[src/rtl/i2s_pkg.sv]
// Shared I2S definitions: default word width, channel encoding and the receive FSM states.
package i2s_pkg;

    localparam int I2S_DATA_W = 24;

    typedef enum logic {
        LEFT  = 1'b0,
        RIGHT = 1'b1
    } i2s_chan_t;

    typedef enum logic [1:0] {
        SYNC  = 2'd0,
        DELAY = 2'd1,
        SHIFT = 2'd2,
        HOLD  = 2'd3
    } rx_state_t;

endpackage

[src/rtl/i2s_rx_shift.sv]
// MSB-first deserialiser with bit counter; done flags the edge that shifts in the last bit.
module i2s_rx_shift
    import i2s_pkg::*;
#(
    parameter int DATA_W = I2S_DATA_W
) (
    input  logic              sclk,
    input  logic              rst,
    input  logic              enable,
    input  logic              clear,
    input  logic              sdin,
    output logic [DATA_W-1:0] word,
    output logic              done
);

    localparam int CW = $clog2(DATA_W + 1);

    logic [DATA_W-1:0] shift_r;
    logic [CW-1:0]     cnt_r;
    logic              last_s;

    assign last_s = (cnt_r == CW'(DATA_W - 1));

    // Shift register and bit counter; clear wins so a new word always starts from bit zero
    always_ff @(posedge sclk or posedge rst) begin
        if (rst) begin
            shift_r <= {DATA_W{1'b0}};
            cnt_r   <= {CW{1'b0}};
        end else if (clear) begin
            shift_r <= {DATA_W{1'b0}};
            cnt_r   <= {CW{1'b0}};
        end else if (enable) begin
            shift_r <= {shift_r[DATA_W-2:0], sdin};
            cnt_r   <= last_s ? {CW{1'b0}} : cnt_r + CW'(1);
        end else begin
            shift_r <= shift_r;
            cnt_r   <= cnt_r;
        end
    end

    assign word = shift_r;
    assign done = enable && last_s;

endmodule

[src/rtl/i2s_receiver.sv]
// I2S receiver: lrclk-framed capture, left/right pairing and valid/ready output with overrun flag.
// Optional: define I2S_RX_OVERRUN_CNT_EN for an 8-bit saturating dropped-pair counter (overrun_cnt).
module i2s_receiver
    import i2s_pkg::*;
#(
    parameter int DATA_W    = I2S_DATA_W,
    parameter int MSB_DELAY = 2
) (
    input  logic              sclk,
    input  logic              rst,
    input  logic              lrclk,
    input  logic              sdin,
    output logic [DATA_W-1:0] left_data,
    output logic [DATA_W-1:0] right_data,
    output logic              out_valid,
    input  logic              out_ready,
    output logic              overrun,
    input  logic              overrun_clr,
`ifdef I2S_RX_OVERRUN_CNT_EN
    output logic [7:0]        overrun_cnt,
`endif
    output logic              frame_err
);

    localparam rx_state_t START_ST = (MSB_DELAY == 1) ? SHIFT : DELAY;

    rx_state_t         state_r, state_nxt_s;
    logic              lrclk_d_r;
    logic              trans_s;
    logic [7:0]        dly_cnt_r;
    i2s_chan_t         chan_r;
    logic              frame_err_r;
    logic              word_done_r;
    logic              shift_en_s;
    logic [DATA_W-1:0] word_s;
    logic              done_s;
    logic [DATA_W-1:0] shadow_r;
    logic              left_pending_r;
    logic              pair_s, load_s, drop_s;
    logic [DATA_W-1:0] left_data_r, right_data_r;
    logic              out_valid_r, overrun_r;

    assign trans_s    = lrclk ^ lrclk_d_r;
    assign shift_en_s = (state_r == SHIFT) && !trans_s;

    i2s_rx_shift #(.DATA_W(DATA_W)) u_shift (
        .sclk   (sclk),
        .rst    (rst),
        .enable (shift_en_s),
        .clear  (trans_s),
        .sdin   (sdin),
        .word   (word_s),
        .done   (done_s)
    );

    // Next-state logic: any detected transition restarts framing for the new channel
    always_comb begin
        state_nxt_s = state_r;
        case (state_r)
            SYNC, HOLD: begin
                if (trans_s) state_nxt_s = START_ST;
                else         state_nxt_s = state_r;
            end
            DELAY: begin
                if (trans_s)                                 state_nxt_s = START_ST;
                else if (dly_cnt_r == 8'(MSB_DELAY - 2))     state_nxt_s = SHIFT;
                else                                         state_nxt_s = DELAY;
            end
            SHIFT: begin
                if (trans_s)     state_nxt_s = START_ST;
                else if (done_s) state_nxt_s = HOLD;
                else             state_nxt_s = SHIFT;
            end
            default: state_nxt_s = SYNC;
        endcase
    end

    // Framing registers: state, lrclk history, MSB delay count, channel, truncation pulse
    always_ff @(posedge sclk or posedge rst) begin
        if (rst) begin
            state_r     <= SYNC;
            lrclk_d_r   <= 1'b0;
            dly_cnt_r   <= 8'd0;
            chan_r      <= LEFT;
            frame_err_r <= 1'b0;
            word_done_r <= 1'b0;
        end else begin
            state_r     <= state_nxt_s;
            lrclk_d_r   <= lrclk;
            dly_cnt_r   <= trans_s ? 8'd0 : ((state_r == DELAY) ? dly_cnt_r + 8'd1 : dly_cnt_r);
            chan_r      <= trans_s ? i2s_chan_t'(lrclk) : chan_r;
            frame_err_r <= trans_s && ((state_r == DELAY) || (state_r == SHIFT));
            word_done_r <= done_s;
        end
    end

    // A right word only pairs with a left word completed since the previous pair
    assign pair_s = word_done_r && (chan_r == RIGHT) && left_pending_r;
    assign load_s = pair_s && (!out_valid_r || out_ready);
    assign drop_s = pair_s && out_valid_r && !out_ready;

    // Left shadow and pending flag
    always_ff @(posedge sclk or posedge rst) begin
        if (rst) begin
            shadow_r       <= {DATA_W{1'b0}};
            left_pending_r <= 1'b0;
        end else if (word_done_r && (chan_r == LEFT)) begin
            shadow_r       <= word_s;
            left_pending_r <= 1'b1;
        end else if (pair_s) begin
            shadow_r       <= shadow_r;
            left_pending_r <= 1'b0;
        end else begin
            shadow_r       <= shadow_r;
            left_pending_r <= left_pending_r;
        end
    end

    // Output handshake: data only changes on a load, overrun set has priority over clear
    always_ff @(posedge sclk or posedge rst) begin
        if (rst) begin
            left_data_r  <= {DATA_W{1'b0}};
            right_data_r <= {DATA_W{1'b0}};
            out_valid_r  <= 1'b0;
            overrun_r    <= 1'b0;
        end else begin
            if (load_s) begin
                left_data_r  <= shadow_r;
                right_data_r <= word_s;
                out_valid_r  <= 1'b1;
            end else if (out_ready) begin
                out_valid_r  <= 1'b0;
            end else begin
                out_valid_r  <= out_valid_r;
            end
            if (drop_s)           overrun_r <= 1'b1;
            else if (overrun_clr) overrun_r <= 1'b0;
            else                  overrun_r <= overrun_r;
        end
    end

`ifdef I2S_RX_OVERRUN_CNT_EN
    logic [7:0] ovr_cnt_r;

    // Saturating dropped-pair counter; an increment beats a clear on the same edge
    always_ff @(posedge sclk or posedge rst) begin
        if (rst) begin
            ovr_cnt_r <= 8'd0;
        end else if (drop_s) begin
            ovr_cnt_r <= (ovr_cnt_r == 8'hFF) ? ovr_cnt_r : ovr_cnt_r + 8'd1;
        end else if (overrun_clr) begin
            ovr_cnt_r <= 8'd0;
        end else begin
            ovr_cnt_r <= ovr_cnt_r;
        end
    end

    assign overrun_cnt = ovr_cnt_r;
`endif

    assign left_data  = left_data_r;
    assign right_data = right_data_r;
    assign out_valid  = out_valid_r;
    assign overrun    = overrun_r;
    assign frame_err  = frame_err_r;

endmodule

[config.mk]
export PLATFORM = sky130hd
export DESIGN_NAME = i2s_receiver
export DESIGN_NICKNAME = d
export VERILOG_FILES = /design/src/rtl/i2s_pkg.sv /design/src/rtl/i2s_rx_shift.sv /design/src/rtl/i2s_receiver.sv
export SDC_FILE = /design/constraint.sdc
export NUM_CORES = 1
export LEC_CHECK = 0
export ABC_AREA = 1
export BUFFER_PORTS_ARGS = -buffer_cell sky130_fd_sc_hd__buf_2
export CELL_PAD_IN_SITES_DETAIL_PLACEMENT = 1
export CELL_PAD_IN_SITES_GLOBAL_PLACEMENT = 1
export CORE_MARGIN = 2
export CORE_UTILIZATION = 49
export CTS_CLUSTER_SIZE = 25
export DETAILED_ROUTE_END_ITERATION = 12
export PLACE_DENSITY_LB_ADDON = 0.12
export SETUP_SLACK_MARGIN = 0.02
export SLEW_MARGIN = 20
export SYNTH_ARGS = -nofsm -noshare
export SYNTH_HDL_FRONTEND = slang
export SYNTH_SLANG_ARGS = --single-unit
[constraint.sdc]
create_clock -name sclk -period 6.5 [get_ports sclk]
set_clock_uncertainty 0.05 [all_clocks]
set_input_delay 1.3 -clock sclk [delete_from_list [all_inputs] [get_ports sclk]]
set_output_delay 1.3 -clock sclk [all_outputs]
set_load 0.02 [all_outputs]
==> results of run 1 <==
-- registers in the layout (all words and copies together), names as in the netlist --
signal          cells
u_shift.cnt_r       5
overrun             1
state_r             2
left_pending_r      1
shadow_r           24
right_data         24
u_shift.word       24
left_data          24
word_done_r         1
chan_r              1
dly_cnt_r           8
frame_err           1
out_valid           1
lrclk_d_r           1
-- layout make-up --
cell class / count / area [um2]
inverters: 45 / 176.4
repair buffers: 58 / 295.3
well taps: 129 / 161.4
fillers: 1002 / 3675
flip-flops and latches: 118 / 2953
clock buffers: 19 / 431.7
clock inverters: 12 / 152.6
multi-input cells: 230 / 1439
-- worst paths after layout --
| check | endpoint | startpoint | slack (ps) | depth (start not counted) |
|---|---|---|---|---|
| worst max register to register | u_shift.word[0]$_DFFE_PP0P_ | lrclk_d_r$_DFF_PP0_ | 4450 | 3 |
| max in group asynchronous | u_shift.cnt_r[1]$_DFFE_PP0P_ | rst | 4340 | 3 |
| min in group asynchronous | state_r[1]$_DFFE_PP0P_ | rst | 940 | 2 |
| worst max-delay path | u_shift.word[0]$_DFFE_PP0P_ | lrclk | 4020 | 4 |
| worst min-delay path | right_data[15]$_DFFE_PP0P_ | right_data[15]$_DFFE_PP0P_ | 430 | 2 |
| worst min register to register | right_data[15]$_DFFE_PP0P_ | right_data[15]$_DFFE_PP0P_ | 430 | 2 |
-- layer usage --
layer  global-route usage  up-vias
li1                     -     1477
met1               0.2737     1562
met2               0.3370       52
met3              0.05335       15
met4              0.09128        0
met5                    0        -
-- critical path: stages --
cell and delay, ps:
buf_2 140, xnor2_2 650, nand2_4 440, o21ai_0 320
-- power groups by stage --
stage          combinational [mW]  clock, mW  sequential (mW)
6_report                    0.173      0.926            0.780
5_1_grt                     0.194      0.974            0.784
4_1_cts                     0.175      0.942            0.780
3_5_place_dp                0.170          0            0.791
3_3_place_gp                0.160          0            0.790
2_1_floorplan               0.139          0            0.789
-- placed cells by master, fill, tap and decap left out, types with 2 or more instances in the layout --
| master | count |
|---|---|
| a21oi_1 | 8 |
| o22ai_2 | 20 |
| ha_1 | 5 |
| mux2_1 | 21 |
| clkbuf_16 | 16 |
| clkbuf_8 | 2 |
| nand3_1 | 11 |
| clkinv_2 | 3 |
| nor3_1 | 4 |
| clkinvlp_4 | 4 |
| o21ai_1 | 5 |
| inv_1 | 43 |
| nor2_1 | 13 |
| o22ai_1 | 4 |
| bufinv_16 | 3 |
| nand2_4 | 2 |
| buf_4 | 2 |
| inv_6 | 2 |
| dfrtp_1 | 118 |
| mux2_2 | 3 |
| nand2_1 | 71 |
| buf_2 | 56 |
| o21ai_0 | 56 |
-- cells by family after synthesis --
| group | after synthesis | share of synthesized area |
|---|---|---|
| buffers and inverters | 62 | 0.06525 |
| AOI/OAI and AO/OA | 94 | 0.1337 |
| and+or+nand+nor | 104 | 0.09295 |
| adders and majority gates | 5 | 0.01332 |
| muxes | 24 | 0.05752 |
| xor gates and xnor gates | 3 | 0.008790 |
| DFF | 118 | 0.6285 |
-- per-stage QoR --
step	power, mW	cell area [um2]	cells	hold slack (ps)	util
2_1_floorplan	0.9283	4698	410	396.1	-
3_5_place_dp	0.9608	5025	580	417.4	0.5412
5_1_grt	1.952	5609	611	450.2	0.6042
6_report	1.878	5609	611	426.9	0.6042
4_1_cts	1.897	5609	611	431.3	0.6042
3_3_place_gp	0.9501	5025	580	408.7	0.5412
==> results.sh, run 1 <==
export IMPL_outcome="finished, final reports clean"
export IMPL_cts_buffers=17
export IMPL_fin_crit_sh=0.3817
export IMPL_p_int_mw=1.400
export IMPL_synthesis_area_um2=4698
export IMPL_required_ps=6870
export IMPL_drt_wl_total_um=9811
export IMPL_ys_seq_elements=118
export IMPL_clockBufferDepth=2
export IMPL_cts_resized=0
export IMPL_postCtsSetupBuffers=0
export IMPL_grt_pass1_wl_um=16750
export IMPL_power_switching_mw=0.4783
export IMPL_start_kind="input pin"
export IMPL_synth_cell_types=28
export IMPL_netlist_top_cells_count="dfrtp_1 (118), nand2_1 (71), o21ai_0 (56)"
export IMPL_start_util=0.5061
export IMPL_synth_most_common_cell="dfrtp_1"
export IMPL_fmax_ghz=0.4030
export IMPL_port_buffers=56
export IMPL_dieArea_um2=10390
export IMPL_crit_arrival_ps=2850
export IMPL_drt_vias_per_instance=5.083
export IMPL_period_minus_slack_ps=2481
export IMPL_worst_slack_ps=4019
export IMPL_place_gp_congestion=0.7060
export IMPL_syn_nets=421
export IMPL_worstSetupPathType="input pin to flip-flop"
export IMPL_synth_top_cell_area_share=0.6285
export IMPL_clk_pin_slew_ps=60
export IMPL_cts_hold_buf=0
export IMPL_syn_inst=410
export IMPL_synth_area_top_cells="dfrtp_1 (63%), o21ai_0 (6.0%), nand2_1 (5.7%)"
export IMPL_nets=481
export IMPL_dr_wl_met3_um=334
export IMPL_ant_nets=0
export IMPL_yosys_warnings=0
export IMPL_synth_edf_count=0
export IMPL_core_um2=9284
export IMPL_setup_tns_final_ps=0
export IMPL_grt_ovfl_total=0
export IMPL_slew_headroom=0.3856
export IMPL_combPwrFrac=0.092
export IMPL_dr_pass1_iters=4
export IMPL_leakage_nw=2.771
export IMPL_drcViolationCount=0
export IMPL_clkPwrFrac=0.493
export IMPL_grt_max_degree=76
export IMPL_hold_viol_final=0
export IMPL_core_rowCount=35
export IMPL_ys_flop_type="dfrtp_1"
export IMPL_antenna_cells=0
export IMPL_clk_latency_ps=520
export IMPL_grt_pass1_vias=3393
export IMPL_htree_levels=4
export IMPL_sequentialPowerShare=0.415
export IMPL_drive_gt1_frac=0.2469
export IMPL_met1_length_um=4485
export IMPL_die_w_um=101.9
export IMPL_p_per_area_nw_per_um2=334.9
export IMPL_cp_max_fo=26
export IMPL_syn_area_per_cell_um2=11.46
export IMPL_ios=57
export IMPL_endpoint_kind="flip-flop"
export IMPL_dp_hpwl_um=5697
export IMPL_yosysTopAreaCell="dfrtp_1"
export IMPL_hold_path_class="flip-flop to flip-flop"
export IMPL_cts_tree="yes"
export IMPL_die_y_um=101.9
export IMPL_drt_initial_drc_count=63
export IMPL_clockRootBuffer="clkbuf_8"
export IMPL_routed_top_layer="met4"
export IMPL_ir_worst_vdd_v=0.0001631
export IMPL_drv_slew=0
export IMPL_worst_pin_slew_ps=921.7
export IMPL_cts_sinks=118
export IMPL_ys_seq_area_frac=0.6285
export IMPL_switching_share=0.2546
export IMPL_areaGrowthSynthToFinish_pct=19.39
export IMPL_setup_viol=0
export IMPL_antenna_found_initial=0
export IMPL_rsz0062_at_grt="false"
export IMPL_synthArstFlopShare=1.000
export IMPL_routed_wl_met2_um=4830
export IMPL_max_cap_viol_count=0
export IMPL_vias=3106
export IMPL_dp_slack_ps=3552
export IMPL_wl_per_cell_um=16.06
export IMPL_grtUsageTotal=0.2104
Note: power is estimated with default switching activity, not from simulation.
==> inputs of run 2 (changes only) <==
--- a/config.mk
+++ b/config.mk
@@ -5,12 +5,12 @@
 export SDC_FILE = /design/constraint.sdc
 export NUM_CORES = 1
 export LEC_CHECK = 0
-export ABC_AREA = 1
+export ABC_AREA = 0
 export BUFFER_PORTS_ARGS = -buffer_cell sky130_fd_sc_hd__buf_2
 export CELL_PAD_IN_SITES_DETAIL_PLACEMENT = 1
 export CELL_PAD_IN_SITES_GLOBAL_PLACEMENT = 1
 export CORE_MARGIN = 2
-export CORE_UTILIZATION = 49
+export CORE_UTILIZATION = 47
 export CTS_CLUSTER_SIZE = 25
 export DETAILED_ROUTE_END_ITERATION = 12
 export PLACE_DENSITY_LB_ADDON = 0.12
==> constraint.sdc (replaced) <==
create_clock -name sclk -period 2.5 [get_ports sclk]
set_clock_uncertainty 0.05 [all_clocks]
set_input_delay 0.5 -clock sclk [delete_from_list [all_inputs] [get_ports sclk]]
set_output_delay 0.5 -clock sclk [all_outputs]
set_load 0.02 [all_outputs]
==> run 2 against run 1 <==
Effect of this change: worst setup slack worse by 3400 ps; total power grew to 2.6 times the previous value; via count is 9.0% lower; clock-buffer cell count is 1 lower.
==> results.sh, run 2 <==
export IMPL_outcome="finished, final reports clean"
export IMPL_endpoint_kind="flip-flop"
export IMPL_cts_hold_buf=0
export IMPL_setup_tns_final_ps=0
export IMPL_ys_seq_elements=118
export IMPL_core_um2=9774
export IMPL_postCtsSetupBuffers=0
export IMPL_cts_buffers=17
export IMPL_dieArea_um2=10850
export IMPL_port_buffers=56
export IMPL_start_util=0.4825
export IMPL_synthAdderAreaFrac=0.01327
export IMPL_final_core_util=0.5905
export IMPL_fmax_ghz=0.5248
export IMPL_p_int_mw=3.622
export IMPL_nets=418
export IMPL_ys_seq_area_frac=0.6262
export IMPL_die_y_um=104.2
export IMPL_hold_viol_final=0
export IMPL_cts_resized=0
export IMPL_cpMaxStageDelayCell="or4_1"
export IMPL_grt_ovfl_total=0
export IMPL_grt_pass1_wl_um=15860
export IMPL_whs_ps=62.04
export IMPL_clkPwrFrac=0.472
export IMPL_grt_pass1_vias=3112
export IMPL_ios=57
export IMPL_syn_area_per_cell_um2=13.99
export IMPL_sequentialPowerShare=0.422
export IMPL_syn_inst=337
export IMPL_yosysTopAreaCell="dfrtp_1"
export IMPL_final_cell_mix="dfrtp_1 (118), buf_2 (56), mux2_1 (55), nor2_1 (32), mux2i_1 (26)"
export IMPL_drt_initial_drc_count=50
export IMPL_start_kind="flip-flop"
export IMPL_cpPeakStageDelay_ps=510
export IMPL_dp_slack_ps=601.1
export IMPL_fin_crit_sh=0.7623
export IMPL_synth_top_family_by_area="multiplexers"
export IMPL_ir_worst_vdd_v=0.0004133
export IMPL_fin_area_um2=5772
export IMPL_yosys_warnings=0
export IMPL_required_ps=2870
export IMPL_die_w_um=104.2
export IMPL_wl_per_cell_um=16.88
export IMPL_syn_nets=348
export IMPL_period_minus_slack_ps=1906
export IMPL_hold_path_class="input pin to asynchronous set/reset pin"
export IMPL_drt_vias_per_instance=5.120
export IMPL_ys_flop_type="dfrtp_1"
export IMPL_vias=2826
export IMPL_netlist_top_cells_count="dfrtp_1 (118), mux2_1 (55), nor2_1 (32)"
export IMPL_drive_gt1_frac=0.2936
export IMPL_final_common_cell="dfrtp_1"
export IMPL_clk_pin_slew_ps=60
export IMPL_clockRootBuffer="clkbuf_8"
export IMPL_synth_xor_area_frac=0.01274
export IMPL_core_rowCount=36
export IMPL_drt_wl_total_um=9315
export IMPL_cp_max_fo=8
export IMPL_dr_pass1_iters=4
export IMPL_place_gp_congestion=0.6979
export IMPL_synth_area_top_cells="dfrtp_1 (63%), mux2_1 (13%), mux2i_1 (5.5%)"
export IMPL_grtUsageTotal=0.1868
export IMPL_synth_most_common_cell="dfrtp_1"
export IMPL_grt_max_degree=34
export IMPL_antenna_cells=0
export IMPL_clockBufferDepth=2
export IMPL_synth_cell_types=35
export IMPL_drv_slew=0
export IMPL_dp_hpwl_um=5831
export IMPL_crit_chain="inv_1 > ha_1 > nand4_1 > or4_1 > a21oi_1"
export IMPL_p_per_area_nw_per_um2=835.1
export IMPL_synth_top_cell_area_share=0.6262
export IMPL_antenna_found_initial=0
export IMPL_htree_levels=4
export IMPL_ant_nets=0
export IMPL_synthesis_area_um2=4716
export IMPL_synth_compound_area_frac=0.02229
export IMPL_switching_share=0.2487
export IMPL_synth_simple_area_share=0.07058
export IMPL_worst_pin_slew_ps=735.9
export IMPL_cts_sinks=118
export IMPL_setup_viol=0
export IMPL_slew_headroom=0.5084
export IMPL_clk_latency_ps=500
export IMPL_muxShareOfSynthArea=0.2271
export IMPL_fillers=992
export IMPL_rsz0062_at_grt="false"
export IMPL_dpl_instance_area_um2=5210
export IMPL_synth_edf_count=0
export IMPL_worst_slack_ps=594.4
export IMPL_power_switching_mw=1.199
export IMPL_synthArstFlopShare=1.000
export IMPL_leakage_nw=2.989
export IMPL_crit_arrival_ps=2270
export IMPL_drcViolationCount=0
export IMPL_worstSetupPathType="flip-flop to flip-flop"
export IMPL_cts_tree="yes"
export IMPL_areaGrowthSynthToFinish_pct=22.39
export IMPL_combPwrFrac=0.106
export IMPL_max_cap_viol_count=0
[run 2: power by group through the flow]
| stage | clock, mW | sequential, mW | combinational, mW |
|---|---|---|---|
| after floorplan | 0 | 2.06 | 0.398 |
| after detailed placement | 0 | 2.06 | 0.512 |
| after global placement | 0 | 2.06 | 0.489 |
| final | 2.27 | 2.03 | 0.513 |
| after global routing | 2.41 | 2.04 | 0.568 |
| after CTS | 2.33 | 2.03 | 0.524 |
[run 2: final cells by class]
cell class	instances	area [um2]	share of cell area
clock inverter	13	133.9	0.02320
sequential	118	2953	0.5116
multi-input combinational	194	1653	0.2864
tap	133	166.4	0.02883
inverter	9	37.54	0.006503
clock buffer	18	427.9	0.07414
timing repair buffer	67	400.4	0.06937
[run 2: routing by layer]
metal  track usage  part of all wire  vias up
li1              -                 -     1308
met1        0.2273              0.45     1461
met2        0.3247              0.51       50
met5             0                 0        -
met4       0.06660            0.0091        0
met3       0.04449             0.027        7
[run 2: critical path, delay by kind of cell, from the launching register on]
| kind | cells | cell delay, ps |
|---|---|---|
| flip-flops | 1 | 400 |
| AND/OR/NAND/NOR | 2 | 760 |
| AO/OA/AOI/OAI | 1 | 170 |
| buffers and inverters | 1 | 70 |
| adder cells (fa/ha/maj) | 1 | 380 |
[run 2: path summary, 6_finish.rpt]
| path | startpoint | endpoint | slack (ps) | cells past startpoint |
|---|---|---|---|---|
| max in group asynchronous | rst | u_shift.word[14]$_DFFE_PP0P_ | 1730 | 3 |
| worst max register to register | state_r[1]$_DFFE_PP0P_ | dly_cnt_r[7]$_DFFE_PP0P_ | 590 | 5 |
| worst max-delay path | state_r[1]$_DFFE_PP0P_ | dly_cnt_r[7]$_DFFE_PP0P_ | 590 | 5 |
| worst min-delay path | rst | left_data[22]$_DFFE_PP0P_ | 60 | 2 |
| worst min register to register | right_data[13]$_DFFE_PP0P_ | right_data[13]$_DFFE_PP0P_ | 430 | 1 |
| min in group sclk | overrun_clr | overrun$_DFFE_PP0P_ | 130 | 2 |
[run 2: cells by family (layout without fill, tap and decap cells)]
group | count (synthesis) | after routing
XOR/XNOR | 6 | 6
AND/OR/NAND/NOR | 68 | 68
AO/OA/AOI/OAI | 17 | 17
buffers and inverters | 25 | 107
multiplexers | 98 | 98
adder cells (fa/ha/maj) | 5 | 5
flip-flops | 118 | 118
[run 2: stage by stage]
stage                     total power [mW]  instances
after floorplan                      2.455        337
after global placement               2.547        521
after detailed placement             2.576        521
after CTS                            4.887        552
after global routing                 5.023        552
final                                4.820        552
==> inputs of run 3 (changes only) <==
==> constraint.sdc (replaced) <==
create_clock -name sclk -period 2 [get_ports sclk]
set_clock_uncertainty 0.05 [all_clocks]
set_input_delay 0.4 -clock sclk [delete_from_list [all_inputs] [get_ports sclk]]
set_output_delay 0.4 -clock sclk [all_outputs]
set_load 0.02 [all_outputs]
==> run 3 against run 2 <==
Effect of this change: first-iteration DRC count rose by 90%; sequential power rose by 25%; maximum frequency rose by 14%; hold slack got worse by 35 ps; via count rose by 0.46%; routed wire length fell by 2.5%; utilization rose by 0.65 points; clock-buffer cell count rose by 2; register-to-register slack got worse by 270 ps; critical endpoint is now state_r[0]$_DFFE_PP0P_.
==> results.sh, run 3 (synthesized netlist as in run 2, its figures left out) <==
export IMPL_vias=2839
export IMPL_cts_tree="yes"
export IMPL_start_kind="flip-flop"
export IMPL_worst_slack_ps=324.9
export IMPL_place_gp_congestion=0.7461
export IMPL_grt_max_degree=119
export IMPL_startpoint="dly_cnt_r[0]$_DFFE_PP0P_"
export IMPL_max_cap_viol_count=0
export IMPL_port_buffers=56
export IMPL_ir_worst_vdd_v=0.0004260
export IMPL_dp_slack_ps=320.3
export IMPL_final_common_cell="dfrtp_1"
export IMPL_leakage_nw=3.029
export IMPL_slew_headroom=0.5902
export IMPL_nets=416
export IMPL_crit_arrival_ps=2000
export IMPL_cts_hold_buf=0
export IMPL_cts_sinks=118
export IMPL_outcome="finished, final reports clean"
export IMPL_grt_pass1_wl_um=15900
export IMPL_hold_path_class="input pin to asynchronous set/reset pin"
export IMPL_grtUsageTotal=0.1859
export IMPL_drcViolationCount=0
export IMPL_clk_latency_ps=500
export IMPL_die_y_um=104.2
export IMPL_fin_crit_sh=0.8375
export IMPL_setup_tns_final_ps=0
export IMPL_fillers=966
export IMPL_postCtsSetupBuffers=0
export IMPL_period_minus_slack_ps=1675
export IMPL_core_um2=9774
export IMPL_drive_gt1_frac=0.2919
export IMPL_endpoint="state_r[0]$_DFFE_PP0P_"
export IMPL_clockBufferDepth=2
export IMPL_required_ps=2320
export IMPL_p_per_area_nw_per_um2=1089
export IMPL_antenna_cells=0
export IMPL_rrSetupSlack_ps=320
export IMPL_start_util=0.4825
export IMPL_cts_resized=0
export IMPL_wl_per_cell_um=16.48
export IMPL_grt_ovfl_total=0
export IMPL_endpoint_kind="flip-flop"
export IMPL_setup_viol=0
export IMPL_ant_nets=0
export IMPL_dieArea_um2=10850
export IMPL_fmax_ghz=0.5970
export IMPL_dr_pass1_iters=4
export IMPL_drt_vias_per_instance=5.152
export IMPL_multi_input_area_um2=1653
export IMPL_grt_pass1_vias=3152
export IMPL_cts_buffers=17
export IMPL_drt_wl_total_um=9079
export IMPL_hold_viol_final=0
export IMPL_clockRootBuffer="clkbuf_8"
export IMPL_rsz0062_at_grt="false"
export IMPL_regToRegStartpoint="dly_cnt_r[0]$_DFFE_PP0P_"
export IMPL_cp_max_fo=5
export IMPL_clk_pin_slew_ps=60
export IMPL_ios=57
export IMPL_die_w_um=104.2
export IMPL_r2r_end="state_r[0]$_DFFE_PP0P_"
export IMPL_htree_levels=4
export IMPL_final_cell_mix="dfrtp_1 (118), buf_2 (56), mux2_1 (55), nor2_1 (32), mux2i_1 (26)"
export IMPL_reg2regPathDepth=5
export IMPL_dp_hpwl_um=5444
export IMPL_core_rowCount=36
export IMPL_antenna_found_initial=0
export IMPL_areaGrowthSynthToFinish_pct=23.75
export IMPL_worst_pin_slew_ps=614.7
export IMPL_ff_latch_area_um2=2953
export IMPL_drv_slew=0
export IMPL_drt_initial_drc_count=95
export IMPL_worstSetupPathType="flip-flop to flip-flop"
==> run 3: worst min-delay path by stage <==
stage	slack, ps	cells past startpoint	from	to
2_1_floorplan	380	0	lrclk	lrclk_d_r$_DFF_PP0_
3_3_place_gp	410	1	left_data[19]$_DFFE_PP0P_	left_data[19]$_DFFE_PP0P_
3_5_place_dp	420	1	left_data[1]$_DFFE_PP0P_	left_data[1]$_DFFE_PP0P_
4_1_cts	20	1	lrclk	lrclk_d_r$_DFF_PP0_
5_1_grt	20	1	lrclk	lrclk_d_r$_DFF_PP0_
6_report	30	3	rst	left_data[22]$_DFFE_PP0P_
==> run 3: layer usage <==
metal,track usage,vias to the layer above,part of all wire
met4,0.05212,0,0.0052
met3,0.06015,4,0.031
met5,0,-,0
li1,-,1307,-
met1,0.2222,1479,0.44
met2,0.3228,49,0.53
==> run 3: layout make-up <==
class | count | area share
Clock buffer | 20 | 0.07804
Inverter | 9 | 0.006432
Timing Repair Buffer | 65 | 0.06818
Sequential cell | 118 | 0.5060
Clock inverter | 12 | 0.02959
Multi-Input combinational cell | 194 | 0.2832
Tap cell | 133 | 0.02852
==> run 3: through the flow <==
stage                     instances  utilization  area [um2]  hold slack (ps)  power, mW
final                           551       0.5970        5836            27.51      6.357
after global routing            551       0.5970        5836            16.13      6.637
after CTS                       551       0.5970        5836            22.95      6.449
after detailed placement        519       0.5328        5207            419.1      3.233
after global placement          519       0.5328        5207            411.1      3.210
after floorplan                 337            -        4720            381.4      3.069
==> run 3: report_power, final <==
group	leakage, nW	switching, mW	internal (mW)
combinational	1.10	0.368	0.291
sequential	1.62	0.0670	2.47
clock	0.307	1.04	2.12
==> run 3: worst max-delay path: stages, from the launching register on <==
cell and delay [ps]:
dfrtp_1 420, inv_1 80, ha_1 130, or4b_4 460
o41ai_2 280, a31oi_1 120
